`src/rtl/ssd1306_spi_sink.sv`:
```
// ssd1306_spi_sink: write-only SSD1306 emulation fed by a mode-0 SPI master.
// Deserialises bytes, decodes commands and drives a single-cycle framebuffer write port.
module ssd1306_spi_sink #(
  parameter int COLS          = 128,
  parameter int PAGES         = 8,
  parameter int FB_ADDR_WIDTH = 10
) (
  input  logic                     clk,
  input  logic                     rst,
  input  logic                     scl,
  input  logic                     mosi,
  input  logic                     cs_n,
  input  logic                     dc,
  output logic                     fb_we,
  output logic [FB_ADDR_WIDTH-1:0] fb_addr,
  output logic [7:0]               fb_data,
  output logic                     display_on,
  output logic                     invert,
  output logic [7:0]               contrast
);
  localparam int CW = $clog2(COLS);
  localparam int PW = $clog2(PAGES);

  typedef enum logic [1:0] {IDLE, ARG1, ARG2} state_t;
  state_t state, state_next;

  logic [1:0]    scl_sync, mosi_sync, cs_sync, dc_sync;
  logic          scl_prev, scl_rise;
  logic [2:0]    bit_cnt;
  logic [7:0]    shift;
  logic          byte_done, done_dc;
  logic          byte_valid, rx_dc;
  logic [7:0]    rx_byte;
  logic          cmd_valid, data_valid;
  logic [7:0]    pend_cmd;
  logic [1:0]    mode;
  logic [CW-1:0] col, col_start, col_end, col_next;
  logic [PW-1:0] page, page_start, page_end, page_next;
  logic [FB_ADDR_WIDTH-1:0] addr_calc;
  logic set_display, set_invert, set_col_lo, set_col_hi, set_page, latch_cmd;
  logic set_contrast, set_mode, set_col_start, set_col_end, set_page_start, set_page_end;

  always_ff @(posedge clk or negedge rst) begin
    if (!rst) begin
      scl_sync  <= 2'b00;
      mosi_sync <= 2'b00;
      cs_sync   <= 2'b11;
      dc_sync   <= 2'b00;
      scl_prev  <= 1'b0;
    end else begin
      scl_sync  <= {scl_sync[0], scl};
      mosi_sync <= {mosi_sync[0], mosi};
      cs_sync   <= {cs_sync[0], cs_n};
      dc_sync   <= {dc_sync[0], dc};
      scl_prev  <= scl_sync[1];
    end
  end

  assign scl_rise = scl_sync[1] & ~scl_prev;

  // A completed byte is flagged on the 8th shift and handed to the parser one cycle later.
  always_ff @(posedge clk or negedge rst) begin
    if (!rst) begin
      bit_cnt    <= 3'd0;
      shift      <= 8'h00;
      byte_done  <= 1'b0;
      done_dc    <= 1'b0;
      byte_valid <= 1'b0;
      rx_byte    <= 8'h00;
      rx_dc      <= 1'b0;
    end else begin
      byte_done  <= 1'b0;
      byte_valid <= byte_done;
      if (byte_done) begin
        rx_byte <= shift;
        rx_dc   <= done_dc;
      end
      if (cs_sync[1]) begin
        bit_cnt <= 3'd0;
      end else if (scl_rise) begin
        shift   <= {shift[6:0], mosi_sync[1]};
        bit_cnt <= bit_cnt + 3'd1;
        if (bit_cnt == 3'd7) begin
          byte_done <= 1'b1;
          done_dc   <= dc_sync[1];
        end
      end
    end
  end

  assign cmd_valid  = byte_valid & ~rx_dc;
  assign data_valid = byte_valid & rx_dc;

  function automatic logic takes_arg(input logic [7:0] c);
    case (c)
      8'h81, 8'h20, 8'h8D, 8'hD5, 8'hA8, 8'hD3, 8'hDA, 8'hD9, 8'hDB,
      8'h21, 8'h22: return 1'b1;
      default:      return 1'b0;
    endcase
  endfunction

  always_ff @(posedge clk or negedge rst) begin
    if (!rst) state <= IDLE;
    else      state <= state_next;
  end

  always_comb begin
    state_next = state;
    if (cmd_valid) begin
      case (state)
        IDLE:    if (takes_arg(rx_byte)) state_next = ARG1;
        ARG1:    state_next = (pend_cmd == 8'h21 || pend_cmd == 8'h22) ? ARG2 : IDLE;
        default: state_next = IDLE;
      endcase
    end
  end

  // Data bytes never reach this decode, so they cannot disturb argument collection.
  always_comb begin
    set_display    = 1'b0;
    set_invert     = 1'b0;
    set_col_lo     = 1'b0;
    set_col_hi     = 1'b0;
    set_page       = 1'b0;
    latch_cmd      = 1'b0;
    set_contrast   = 1'b0;
    set_mode       = 1'b0;
    set_col_start  = 1'b0;
    set_col_end    = 1'b0;
    set_page_start = 1'b0;
    set_page_end   = 1'b0;
    if (cmd_valid) begin
      case (state)
        IDLE: begin
          set_display = (rx_byte[7:1] == 7'h57);
          set_invert  = (rx_byte[7:1] == 7'h53);
          set_col_lo  = (rx_byte[7:4] == 4'h0);
          set_col_hi  = (rx_byte[7:3] == 5'b00010);
          set_page    = (rx_byte[7:3] == 5'b10110);
          latch_cmd   = takes_arg(rx_byte);
        end
        ARG1: begin
          set_contrast   = (pend_cmd == 8'h81);
          set_mode       = (pend_cmd == 8'h20);
          set_col_start  = (pend_cmd == 8'h21);
          set_page_start = (pend_cmd == 8'h22);
        end
        ARG2: begin
          set_col_end  = (pend_cmd == 8'h21);
          set_page_end = (pend_cmd == 8'h22);
        end
        default: ;
      endcase
    end
  end

  // Inverted ranges fall out naturally: the pointer wraps at its width until it hits the end.
  always_comb begin
    col_next  = col;
    page_next = page;
    case (mode)
      2'd0: begin
        if (col == col_end) begin
          col_next  = col_start;
          page_next = (page == page_end) ? page_start : page + PW'(1);
        end else begin
          col_next = col + CW'(1);
        end
      end
      2'd1: begin
        if (page == page_end) begin
          page_next = page_start;
          col_next  = (col == col_end) ? col_start : col + CW'(1);
        end else begin
          page_next = page + PW'(1);
        end
      end
      default: col_next = (col == col_end) ? col_start : col + CW'(1);
    endcase
  end

  assign addr_calc = FB_ADDR_WIDTH'(page) * FB_ADDR_WIDTH'(COLS) + FB_ADDR_WIDTH'(col);

  // The pointer advances the cycle after the write strobe, keeping fb_addr stable while fb_we is high.
  always_ff @(posedge clk or negedge rst) begin
    if (!rst) begin
      fb_we      <= 1'b0;
      fb_addr    <= '0;
      fb_data    <= 8'h00;
      display_on <= 1'b0;
      invert     <= 1'b0;
      contrast   <= 8'h7F;
      pend_cmd   <= 8'h00;
      mode       <= 2'd2;
      col        <= '0;
      page       <= '0;
      col_start  <= '0;
      col_end    <= CW'(COLS - 1);
      page_start <= '0;
      page_end   <= PW'(PAGES - 1);
    end else begin
      fb_we <= 1'b0;
      if (data_valid) begin
        fb_we   <= 1'b1;
        fb_addr <= addr_calc;
        fb_data <= rx_byte;
      end
      if (fb_we) begin
        col  <= col_next;
        page <= page_next;
      end
      if (set_display)    display_on <= rx_byte[0];
      if (set_invert)     invert     <= rx_byte[0];
      if (set_col_lo)     col[3:0]   <= rx_byte[3:0];
      if (set_col_hi)     col[CW-1:4] <= rx_byte[CW-5:0];
      if (set_page)       page       <= rx_byte[PW-1:0];
      if (latch_cmd)      pend_cmd   <= rx_byte;
      if (set_contrast)   contrast   <= rx_byte;
      if (set_mode)       mode       <= (rx_byte[1:0] == 2'd3) ? 2'd2 : rx_byte[1:0];
      if (set_col_start)  col_start  <= rx_byte[CW-1:0];
      if (set_page_start) page_start <= rx_byte[PW-1:0];
      if (set_col_end) begin
        col_end <= rx_byte[CW-1:0];
        col     <= col_start;
      end
      if (set_page_end) begin
        page_end <= rx_byte[PW-1:0];
        page     <= page_start;
      end
    end
  end

endmodule
```
`config.mk`:
```
export PLATFORM = sky130hd
export DESIGN_NAME = ssd1306_spi_sink
export DESIGN_NICKNAME = d
export VERILOG_FILES = /design/src/rtl/ssd1306_spi_sink.sv
export SDC_FILE = /design/constraint.sdc
export NUM_CORES = 1
export LEC_CHECK = 0
export CORE_MARGIN = 8
export CORE_UTILIZATION = 34
export DETAILED_ROUTE_END_ITERATION = 10
export GPL_ROUTABILITY_DRIVEN = 1
export HOLD_SLACK_MARGIN = 0.15
export SKIP_CTS_REPAIR_TIMING = 1
export SLEW_MARGIN = 5
export SYNTH_ARGS = -nofsm -noshare
export SYNTH_HDL_FRONTEND = slang
export SYNTH_SLANG_ARGS = --single-unit
```
`constraint.sdc`:
```
create_clock -name clk -period 2 [get_ports clk]
set_clock_uncertainty 0.1 [all_clocks]
set_input_delay 0.4 -clock clk [delete_from_list [all_inputs] [get_ports clk]]
set_output_delay 0.4 -clock clk [all_outputs]
set_load 0.01 [all_outputs]
```
==> run_results.csv, run 1 <==
group,metric,value,unit
timing,setup_violations,12,
logic_synthesis,synth-main-ff-cell,"dfrtp_1",
setup_path,critPathRequiredTime,2.13,ns
timing,final_ws_setup,-0.180,ns
place,dp_hpwl,7.02,mm
setup_path,worst_r2r_path_depth,7,
clock_network,cts_tree,"done",
cells_and_area,layout_commonest_cell,"dfrtp_1",
hold_path,worst_hold_path_cell_count,0,
setup_path,crit_fanout,9,
floorplan,core_area,0.0132,mm^2
global_route,grt_first_pass_wirelength,16.8,mm
clock_network,clkSlewWorstSetupHoldPaths,0.07,ns
power_and_ir_drop,worst_ir_drop_vdd,0.594,mV
global_route,grt_pass1_vias,3288,
drt,met3_length,487,um
timing,slew_headroom,0.700,
logic_synthesis,synth.yosys.seq_area_share,0.566,
power_and_ir_drop,design_power_total,4.04,mW
timing,slew_viol_final,0,
global_route,global_route.usage.total,0.118,
drt,routed_wl,10.3,mm
global_route,grt_start_max_net_pins,39,
logic_synthesis,synth_enable_flop_cells,0,
timing,final_hold_viol_count,0,
cells_and_area,postLayoutCoreUtil,0.455,
clock_network,cts_num_sinks,103,
drt,maxUsedRoutingLayer,"met4",
setup_path,r2r_end,"pend_cmd[1]$_DFFE_PN0P_",
cells_and_area,finalNetCount,459,
clock_network,depth_of_the_cts_h_tree,3,
drt,routed_length_per_instance,16.3,um
run,drv_cap,0,
cells_and_area,flow.area_growth_from_synthesis,30.9,%
logic_synthesis,post_synth_arst_share,1.00,
clock_network,cts_made_buffers,9,
setup_path,rrSetupSlack,-0.18,ns
floorplan,floorplan.initialDensity,0.347,
place,port-buffer-count,34,
drt,drtAntennaViolNets,0,
setup_path,crit_path_cell_trace,"or3_4 > a21oi_2 > a31oi_1 > nor4b_2 > o221a_2 > buf_12 > mux2_4",
logic_synthesis,mappedNetlistArea,0.00460,mm^2
floorplan,dieWidth,132,um
cells_and_area,mostFrequentLayoutCells,"dfrtp_1, mux2_2, buf_4, nand2_1, clkdlybuf4s50_1",
global_route,global_route.overflow_total,0,
run_status,outcome,"finished, violations left",
hold_path,worst_hold_path_class,"flip-flop to flip-flop",
run_status,failing_checks,"negative setup slack",
place,finalWeightedCongestion,0.814,
setup_path,timing.rr.start,"rx_byte[4]$_DFFE_PN0P_",
setup_path,timing.critical_path.slowest_cell_delay,0.39,ns
hold_path,holdPathEnd,"scl_sync[1]$_DFF_PN0_",
drt,drt-vias-per-instance,5.13,
clock_network,clk_latency,0.34,ns
cells_and_area,post_route_cells_drive_above_1_share,0.419,
clock_network,maximum_buffer_depth_of_the_clock_tree,2,
drt,dr.first_iter.drc_count,181,
drt,drt-met1-wl,4.35,mm
logic_synthesis,synthesis.nets,381,
power_and_ir_drop,leakage,2.73,nW
drt,drt-pass1-iter-count,4,
logic_synthesis,postSynthAreaPerCell,12.4,um^2
setup_path,crit_path_top_delay_cell,"or3_4",
setup_path,timing.critical_path.to_type,"flip-flop",
global_route,initial_antenna_violation_count,0,
clock_network,clk_root_buffer_cell,"clkbuf_16",
logic_synthesis,netlist_instances,371,
floorplan,boundaryPins,35,
drt,count_of_vias_placed_by_the_detailed_router,3230,
timing,grt_setup_unrepaired,"true",
timing,min_period,2.18,ns
drt,remaining_drc_errors,0,
timing,max_freq,459,MHz
logic_synthesis,ys.warnings.count,0,
cells_and_area,diodes,0,
setup_path,crit_path_start_kind,"flip-flop",
setup_path,crit_type,"flip-flop to flip-flop",
timing,min_period_over_period,1.09,
logic_synthesis,ys_seq_elements,103,
logic_synthesis,yosysUniqueCellTypes,56,
floorplan,area_of_the_die,0.0175,mm^2
power_and_ir_drop,power_per_cell_area,670,mW/mm^2
timing,timing_worst_slew_pin_value,0.450,ns
floorplan,fp.dieH,132,um
floorplan,rows,42,
hold_path,hold_path_startpoint,"scl_sync[0]$_DFF_PN0_",
setup_path,critical_path_arrival,2.31,ns
drt,wl_met2,5.29,mm
## cells in the mapped netlist (4+ instances only)
| master | n | share of area |
|---|---|---|
| a21oi_1 | 7 | 0.0076 |
| and3_1 | 4 | 0.0054 |
| clkbuf_1 | 15 | 0.012 |
| dfrtp_1 | 83 | 0.45 |
| dfstp_2 | 20 | 0.11 |
| ha_1 | 4 | 0.011 |
| inv_1 | 6 | 0.0049 |
| mux2_2 | 54 | 0.13 |
| mux2_4 | 8 | 0.026 |
| nand2_1 | 36 | 0.029 |
| nand3_1 | 11 | 0.012 |
| nand4_1 | 8 | 0.011 |
| nand4b_1 | 4 | 0.0076 |
| nor2_1 | 17 | 0.014 |
| nor3_1 | 5 | 0.0054 |
| o21ai_0 | 19 | 0.021 |
| xnor2_1 | 10 | 0.019 |
| xor2_1 | 4 | 0.0076 |
## report_power, final
| group | total, mW | internal [mW] | switching, mW |
|---|---|---|---|
| Sequential | 2.21 | 2.16 | 0.0519 |
| Combinational | 0.135 | 0.0725 | 0.0629 |
| Clock | 1.69 | 0.873 | 0.815 |
## worst max-delay path, delay by kind of cell, from the launching register on
family	cells	cell delay, ns
DFF	1	0.38
buffers and inverters	1	0.14
muxes	1	0.30
and+or+nand+nor	2	0.69
AOI/OAI and AO/OA	3	0.47
## worst max-delay path by stage
stage | start | endpoint | slack, ns | cells past startpoint
finish | rx_byte[4]$_DFFE_PN0P_ | pend_cmd[1]$_DFFE_PN0P_ | -0.18 | 7
global route | rx_byte[4]$_DFFE_PN0P_ | pend_cmd[1]$_DFFE_PN0P_ | -0.30 | 7
CTS | rx_byte[4]$_DFFE_PN0P_ | pend_cmd[1]$_DFFE_PN0P_ | -0.14 | 7
detailed placement | rx_byte[4]$_DFFE_PN0P_ | pend_cmd[1]$_DFFE_PN0P_ | -0.11 | 7
global placement | rx_byte[4]$_DFFE_PN0P_ | pend_cmd[1]$_DFFE_PN0P_ | -0.08 | 7
floorplan | rx_byte[4]$_DFFE_PN0P_ | pend_cmd[0]$_DFFE_PN0P_ | -0.15 | 8
## registers in the layout, indices dropped and copies added (netlist names), 2 cells and up
signal and count:
rx_byte 8, col_start 7, page_end 3, shift 8, contrast 8, bit_cnt 3
fb_data 8, fb_addr 10, cs_sync 2, col_end 7, pend_cmd 8, mode 2
dc_sync 2, col 7, page 3, scl_sync 2, mosi_sync 2, state 2
page_start 3
## cell families after synthesis
kind of cell / Yosys count / synth area share
XOR/XNOR: 14 / 0.0267
multiplexers: 65 / 0.165
adder cells (fa/ha/maj): 4 / 0.0109
AND/OR/NAND/NOR: 108 / 0.133
AO/OA/AOI/OAI: 51 / 0.0737
buffers and inverters: 26 / 0.0250
flip-flops: 103 / 0.566
## per-layer routing
metal  GRT usage  vias up
met3      0.0328       13
li1            -     1498
met5           0        -
met1       0.149     1642
met4      0.0372        0
met2       0.191       77
## cell type report
class | instances | area [um^2]
Timing Repair Buffer | 87 | 811
Inverter | 6 | 22.5
Clock buffer | 9 | 225
Fill cell | 1213 | 7220
Tap cell | 176 | 220
Multi-Input combinational cell | 242 | 2080
Clock inverter | 7 | 65.1
Sequential cell | 103 | 2600
## through the flow
| step | cells | area [um^2] | setup slack (ns) | TNS, ns | hold slack (ns) |
|---|---|---|---|---|---|
| floorplan | 371 | 4620 | -0.153 | -1.22 | 0.00441 |
| global placement | 609 | 5480 | -0.0845 | -0.673 | 0.232 |
| detailed placement | 609 | 5480 | -0.110 | -0.866 | 0.235 |
| CTS | 625 | 5770 | -0.136 | -1.12 | -0.0910 |
| global route | 630 | 6020 | -0.296 | -3.18 | 0.259 |
| finish | 630 | 6020 | -0.180 | -1.54 | 0.250 |
(Power assumes the default switching activity.)
==> run 2, diff against run 1 <==
--- a/config.mk
+++ b/config.mk
@@ -10,6 +10,7 @@
 export DETAILED_ROUTE_END_ITERATION = 10
 export GPL_ROUTABILITY_DRIVEN = 1
 export HOLD_SLACK_MARGIN = 0.15
+export RECOVER_POWER = 50
 export SKIP_CTS_REPAIR_TIMING = 1
 export SLEW_MARGIN = 5
 export SYNTH_ARGS = -nofsm -noshare
==> run 2 against run 1 <==
Effect of this change:
- the run still ends with negative setup slack left
- clock power about the same
- global-route usage is the same
- total power is 0.19% lower
- worst setup slack got worse by 0.0036 ns
- sequential cell count is the same
- sequential power is essentially flat
- first-iteration DRC count unchanged
- hold slack is essentially flat
- register-to-register slack about the same
- critical path depth unchanged
- highest routed layer unchanged
- non-clock buffer count unchanged
- cell count unchanged
==> run_results.csv, run 2 (synthesis results as in run 1) <==
group,metric,value,unit
timing,max_freq,458,MHz
cells_and_area,diodes,0,
setup_path,critical_path_arrival,2.31,ns
place,post-place-cells,609,
timing,min_period,2.18,ns
cells_and_area,layout_commonest_cell,"dfrtp_1",
timing,setup_violations,11,
place,placedInstanceArea,0.00548,mm^2
timing,slew_viol_final,0,
floorplan,rows,42,
global_route,global_route.usage.total,0.118,
power_and_ir_drop,design_power_total,4.03,mW
power_and_ir_drop,worst_ir_drop_vdd,0.587,mV
clock_network,clkSlewWorstSetupHoldPaths,0.07,ns
setup_path,timing.critical_path.to_type,"flip-flop",
run_status,outcome,"finished, violations left",
drt,drt-vias-per-instance,5.13,
timing,grt_setup_unrepaired,"true",
cells_and_area,fillerInstances,1214,
clock_network,maximum_buffer_depth_of_the_clock_tree,2,
setup_path,crit_fanout,9,
global_route,global_route.overflow_total,0,
drt,remaining_drc_errors,0,
setup_path,crit_path_start_kind,"flip-flop",
cells_and_area,post_route_cells_drive_above_1_share,0.419,
place,port-buffer-count,34,
clock_network,cts_made_buffers,9,
cells_and_area,flow.area_growth_from_synthesis,30.3,%
cells_and_area,largest_register_ffs,10,
drt,drtAntennaViolNets,0,
power_and_ir_drop,power_per_cell_area,672,mW/mm^2
power_and_ir_drop,power.net_switching,0.930,mW
cells_and_area,postLayoutCoreUtil,0.453,
timing,final_hold_viol_count,0,
hold_path,worst_hold_path_class,"flip-flop to flip-flop",
run,drv_cap,0,
drt,routed_wl,10.3,mm
cells_and_area,layout.cell_area.non_filler,0.00599,mm^2
floorplan,core_area,0.0132,mm^2
cells_and_area,largest-register,"fb_addr",
power_and_ir_drop,power.share.sequential,0.549,
global_route,grt_first_pass_wirelength,16.8,mm
clock_network,clk_latency,0.34,ns
global_route,grt_pass1_vias,3288,
clock_network,cts_tree,"done",
timing,slew_headroom,0.465,
cells_and_area,instances_no_fill,630,
drt,drt-pass1-iter-count,4,
setup_path,critPathRequiredTime,2.12,ns
timing,min_period_over_period,1.09,
cells_and_area,mostFrequentLayoutCells,"dfrtp_1, mux2_2, buf_4, nand2_1, clkdlybuf4s50_1",
cells_and_area,multi_input_comb_area,0.00208,mm^2
timing,timing_worst_slew_pin_value,0.802,ns
run_status,failing_checks,"negative setup slack",
floorplan,floorplan.initialDensity,0.347,
cells_and_area,register_area,0.00260,mm^2
global_route,grt_start_max_net_pins,39,
timing,final_ws_setup,-0.183,ns
timing,setup_total_negative_slack,-1.56,ns
floorplan,boundaryPins,35,
floorplan,fp.dieH,132,um
drt,routed_length_per_instance,16.4,um
power_and_ir_drop,switching_power_share_of_the_total,0.231,
clock_network,clk_root_buffer_cell,"clkbuf_16",
power_and_ir_drop,leakage,2.72,nW
setup_path,crit_type,"flip-flop to flip-flop",
power_and_ir_drop,internal-power,3.10,mW
floorplan,area_of_the_die,0.0175,mm^2
clock_network,depth_of_the_cts_h_tree,3,
power_and_ir_drop,clockPowerShare,0.419,
power_and_ir_drop,p_comb_frac,0.031,
drt,dr.first_iter.drc_count,181,
place,finalWeightedCongestion,0.814,
cells_and_area,finalNetCount,459,
drt,count_of_vias_placed_by_the_detailed_router,3232,
place,dp_hpwl,7.02,mm
floorplan,dieWidth,132,um
global_route,initial_antenna_violation_count,0,
clock_network,cts_num_sinks,103,
## run 2: critical path: stages, from the launching register on
cell	delay [ns]
dfrtp_1	0.38
or3_4	0.39
a21oi_2	0.15
a31oi_1	0.06
nor4b_2	0.30
o221a_2	0.26
buf_12	0.14
mux2_4	0.30
## run 2: per-stage QoR
stage / worst slack [ns] / hold slack [ns]
after floorplan: -0.153 / 0.00441
after global placement: -0.0845 / 0.232
after detailed placement: -0.110 / 0.235
after CTS: -0.136 / -0.0910
after global routing: -0.296 / 0.259
final: -0.183 / 0.250
## run 2: final timing paths
check	slack [ns]	end	depth (start not counted)	startpoint
worst max register to register	-0.18	pend_cmd[6]$_DFFE_PN0P_	7	rx_byte[4]$_DFFE_PN0P_
min in group asynchronous	0.57	bit_cnt[2]$_DFFE_PN0P_	2	rst
worst min register to register	0.25	scl_sync[1]$_DFF_PN0_	0	scl_sync[0]$_DFF_PN0_
max in group asynchronous	0.18	page_end[2]$_DFFE_PN1P_	3	rst
worst max-delay path	-0.18	pend_cmd[6]$_DFFE_PN0P_	7	rx_byte[4]$_DFFE_PN0P_
worst min-delay path	0.25	scl_sync[1]$_DFF_PN0_	0	scl_sync[0]$_DFF_PN0_
## run 2: cell type report
type | count | share of cell area
repair buffers | 87 | 0.130
inverters | 6 | 0.00376
clock inverters | 7 | 0.0109
clock buffers | 9 | 0.0376
flip-flops and latches | 103 | 0.434
multi-input cells | 242 | 0.347
well taps | 176 | 0.0367
## run 2: power groups by stage
stage / Combinational, mW / Clock [mW] / Sequential, mW
after floorplan: 0.0700 / 0 / 2.23
after global placement: 0.135 / 0 / 2.25
after detailed placement: 0.140 / 0 / 2.25
after CTS: 0.140 / 1.73 / 2.22
after global routing: 0.146 / 1.81 / 2.23
final: 0.127 / 1.69 / 2.21
## run 2: per-layer routing
layer  track usage  vias to the layer above  part of all wire
met5             0                        -                 0
met4        0.0372                        0             0.015
met3        0.0328                       15             0.045
met2         0.191                       85              0.51
met1         0.149                     1633              0.43
li1              -                     1499                 -
==> run 3, diff against run 2 <==
--- a/config.mk
+++ b/config.mk
@@ -6,10 +6,11 @@
 export NUM_CORES = 1
 export LEC_CHECK = 0
 export CORE_MARGIN = 8
-export CORE_UTILIZATION = 34
+export CORE_UTILIZATION = 52
 export DETAILED_ROUTE_END_ITERATION = 10
 export GPL_ROUTABILITY_DRIVEN = 1
 export HOLD_SLACK_MARGIN = 0.15
+export PLACE_DENSITY = 0.75
 export RECOVER_POWER = 50
 export SKIP_CTS_REPAIR_TIMING = 1
 export SLEW_MARGIN = 5
==> run 3 against run 2 <==
Effect of this change:
- the run still ends with negative setup slack left
- largest cell class unchanged
- global-route usage up 5.1 points
- sequential cell count unchanged
- critical path depth unchanged
- core utilization up 21 points
- sequential power about the same
- combinational power about the same
- worst setup slack better by 0.063 ns
- clock power down 17%
- die area down 31%
- total power down 7.4%
- hold slack better by 0.0093 ns
==> run_results.csv, run 3 (synthesis results as in run 1) <==
group,metric,value,unit
drt,count_of_vias_placed_by_the_detailed_router,3155,
clock_network,depth_of_the_cts_h_tree,3,
timing,slew_viol_final,0,
power_and_ir_drop,power_per_cell_area,652,mW/mm^2
run_status,failing_checks,"negative setup slack",
place,port-buffer-count,34,
cells_and_area,layout_commonest_cell,"dfrtp_1",
setup_path,crit_type,"flip-flop to flip-flop",
setup_path,critPathRequiredTime,2.16,ns
floorplan,fp.dieH,110,um
cells_and_area,layout.cell_area.non_filler,0.00572,mm^2
timing,setup_violations,11,
cells_and_area,finalNetCount,460,
clock_network,maximum_buffer_depth_of_the_clock_tree,2,
drt,drt-pass1-iter-count,4,
drt,routed_length_per_instance,16.8,um
timing,slew_headroom,0.522,
setup_path,timing.critical_path.to_type,"flip-flop",
setup_path,crit_path_cell_trace,"or3_4 > a21oi_2 > a31oi_1 > nor4b_1 > o221a_2 > buf_12 > mux2_4",
floorplan,floorplan.initialDensity,0.533,
clock_network,cts_num_sinks,103,
hold_path,worst_hold_path_class,"flip-flop to flip-flop",
drt,drtAntennaViolNets,0,
global_route,global_route.usage.total,0.169,
cells_and_area,flow.area_growth_from_synthesis,24.3,%
floorplan,rows,34,
drt,drt-vias-per-instance,5.60,
drt,remaining_drc_errors,0,
clock_network,cts_made_buffers,9,
timing,max_freq,472,MHz
power_and_ir_drop,leakage,2.78,nW
run,drv_cap,0,
clock_network,clk_root_buffer_cell,"clkbuf_8",
drt,routed_wl,9.46,mm
setup_path,crit_path_top_delay_cell,"dfrtp_1",
floorplan,core_area,0.00864,mm^2
timing,min_period,2.12,ns
setup_path,timing.critical_path.slowest_cell_delay,0.39,ns
setup_path,crit_path_start_kind,"flip-flop",
floorplan,boundaryPins,35,
timing,final_ws_setup,-0.120,ns
cells_and_area,largest_register_ffs,10,
global_route,grt_pass1_vias,3243,
floorplan,area_of_the_die,0.0121,mm^2
floorplan,dieWidth,110,um
place,placedInstanceArea,0.00539,mm^2
timing,final_hold_viol_count,0,
global_route,grt_start_max_net_pins,55,
place,post-place-cells,543,
global_route,global_route.overflow_total,0,
run_status,outcome,"finished, violations left",
setup_path,critical_path.n_buffers_inverters,1,
timing,grt_setup_unrepaired,"true",
setup_path,critical_path_arrival,2.28,ns
global_route,grt_first_pass_wirelength,15.8,mm
place,dp_hpwl,6.87,mm
place,finalWeightedCongestion,0.868,
cells_and_area,largest-register,"fb_addr",
timing,worst_hold_slack,0.260,ns
setup_path,crit_fanout,9,
timing,timing_worst_slew_pin_value,0.717,ns
power_and_ir_drop,worst_ir_drop_vdd,0.744,mV
clock_network,clk_latency,0.38,ns
drt,dr.first_iter.drc_count,121,
place,pre_cts_slack,-0.0908,ns
cells_and_area,postLayoutCoreUtil,0.662,
clock_network,cts_tree,"done",
clock_network,clkSlewWorstSetupHoldPaths,0.11,ns
timing,min_period_over_period,1.06,
global_route,initial_antenna_violation_count,0,
cells_and_area,instances_no_fill,563,
cells_and_area,post_route_cells_drive_above_1_share,0.389,
cells_and_area,mostFrequentLayoutCells,"dfrtp_1, mux2_2, buf_4, nand2_1, clkdlybuf4s50_1",
setup_path,cell_class_contributing_the_biggest_share_of_worst_path_delay,"simple AND/OR/NAND/NOR gates",
cells_and_area,diodes,0,
run 3: changes by cell type in the layout (fill, tap and decap cells not counted), moves of 3 or more:
cell,before,now
buf_4,42,47
buf_6,6,1
clkbuf_1,0,3
clkbuf_16,9,0
clkbuf_8,0,9
clkdlybuf4s50_1,29,22
clkinv_4,3,0
dlymetal6s2s_1,0,7
mux2_4,12,9
nand3_1,7,10
run 3: layout make-up:
| type | instances | area [um^2] |
|---|---|---|
| multi-input cells | 242 | 1980 |
| repair buffers | 88 | 763 |
| inverters | 6 | 22.5 |
| fillers | 636 | 2920 |
| clock buffers | 9 | 124 |
| well taps | 108 | 135 |
| clock inverters | 7 | 95.1 |
| flip-flops and latches | 103 | 2600 |
run 3: report_power, final:
group / switching [mW] / internal, mW
Sequential: 0.0475 / 2.16
Clock: 0.776 / 0.620
Combinational: 0.0618 / 0.0647
Total: 0.885 / 2.85
run 3: per-stage QoR:
step / total power, mW / setup TNS (ns)
global route: 3.88 / -3.53
finish: 3.73 / -1.13
floorplan: 2.30 / -1.22
detailed placement: 2.38 / -0.791
global placement: 2.38 / -0.581
CTS: 3.78 / -1.38
run 3: final timing paths:
path,startpoint,to,slack [ns],depth (start not counted)
setup / recovery,rx_byte[4]$_DFFE_PN0P_,pend_cmd[0]$_DFFE_PN0P_,-0.12,7
hold / removal,mosi_sync[0]$_DFF_PN0_,mosi_sync[1]$_DFF_PN0_,0.26,0
hold reg to reg,mosi_sync[0]$_DFF_PN0_,mosi_sync[1]$_DFF_PN0_,0.26,0
setup reg to reg,rx_byte[4]$_DFFE_PN0P_,pend_cmd[0]$_DFFE_PN0P_,-0.12,7
max in group asynchronous,rst,col_start[5]$_DFFE_PN0P_,0.18,3
min in group asynchronous,rst,contrast[7]$_DFFE_PN0P_,0.48,2
run 3: layer usage:
layer | vias up | wire length, um | track usage
met2 | 67 | 4670 | 0.281
met5 | - | 0 | 0
met4 | 0 | 211 | 0.0646
met3 | 20 | 427 | 0.0424
met1 | 1576 | 4150 | 0.208
li1 | 1492 | - | -
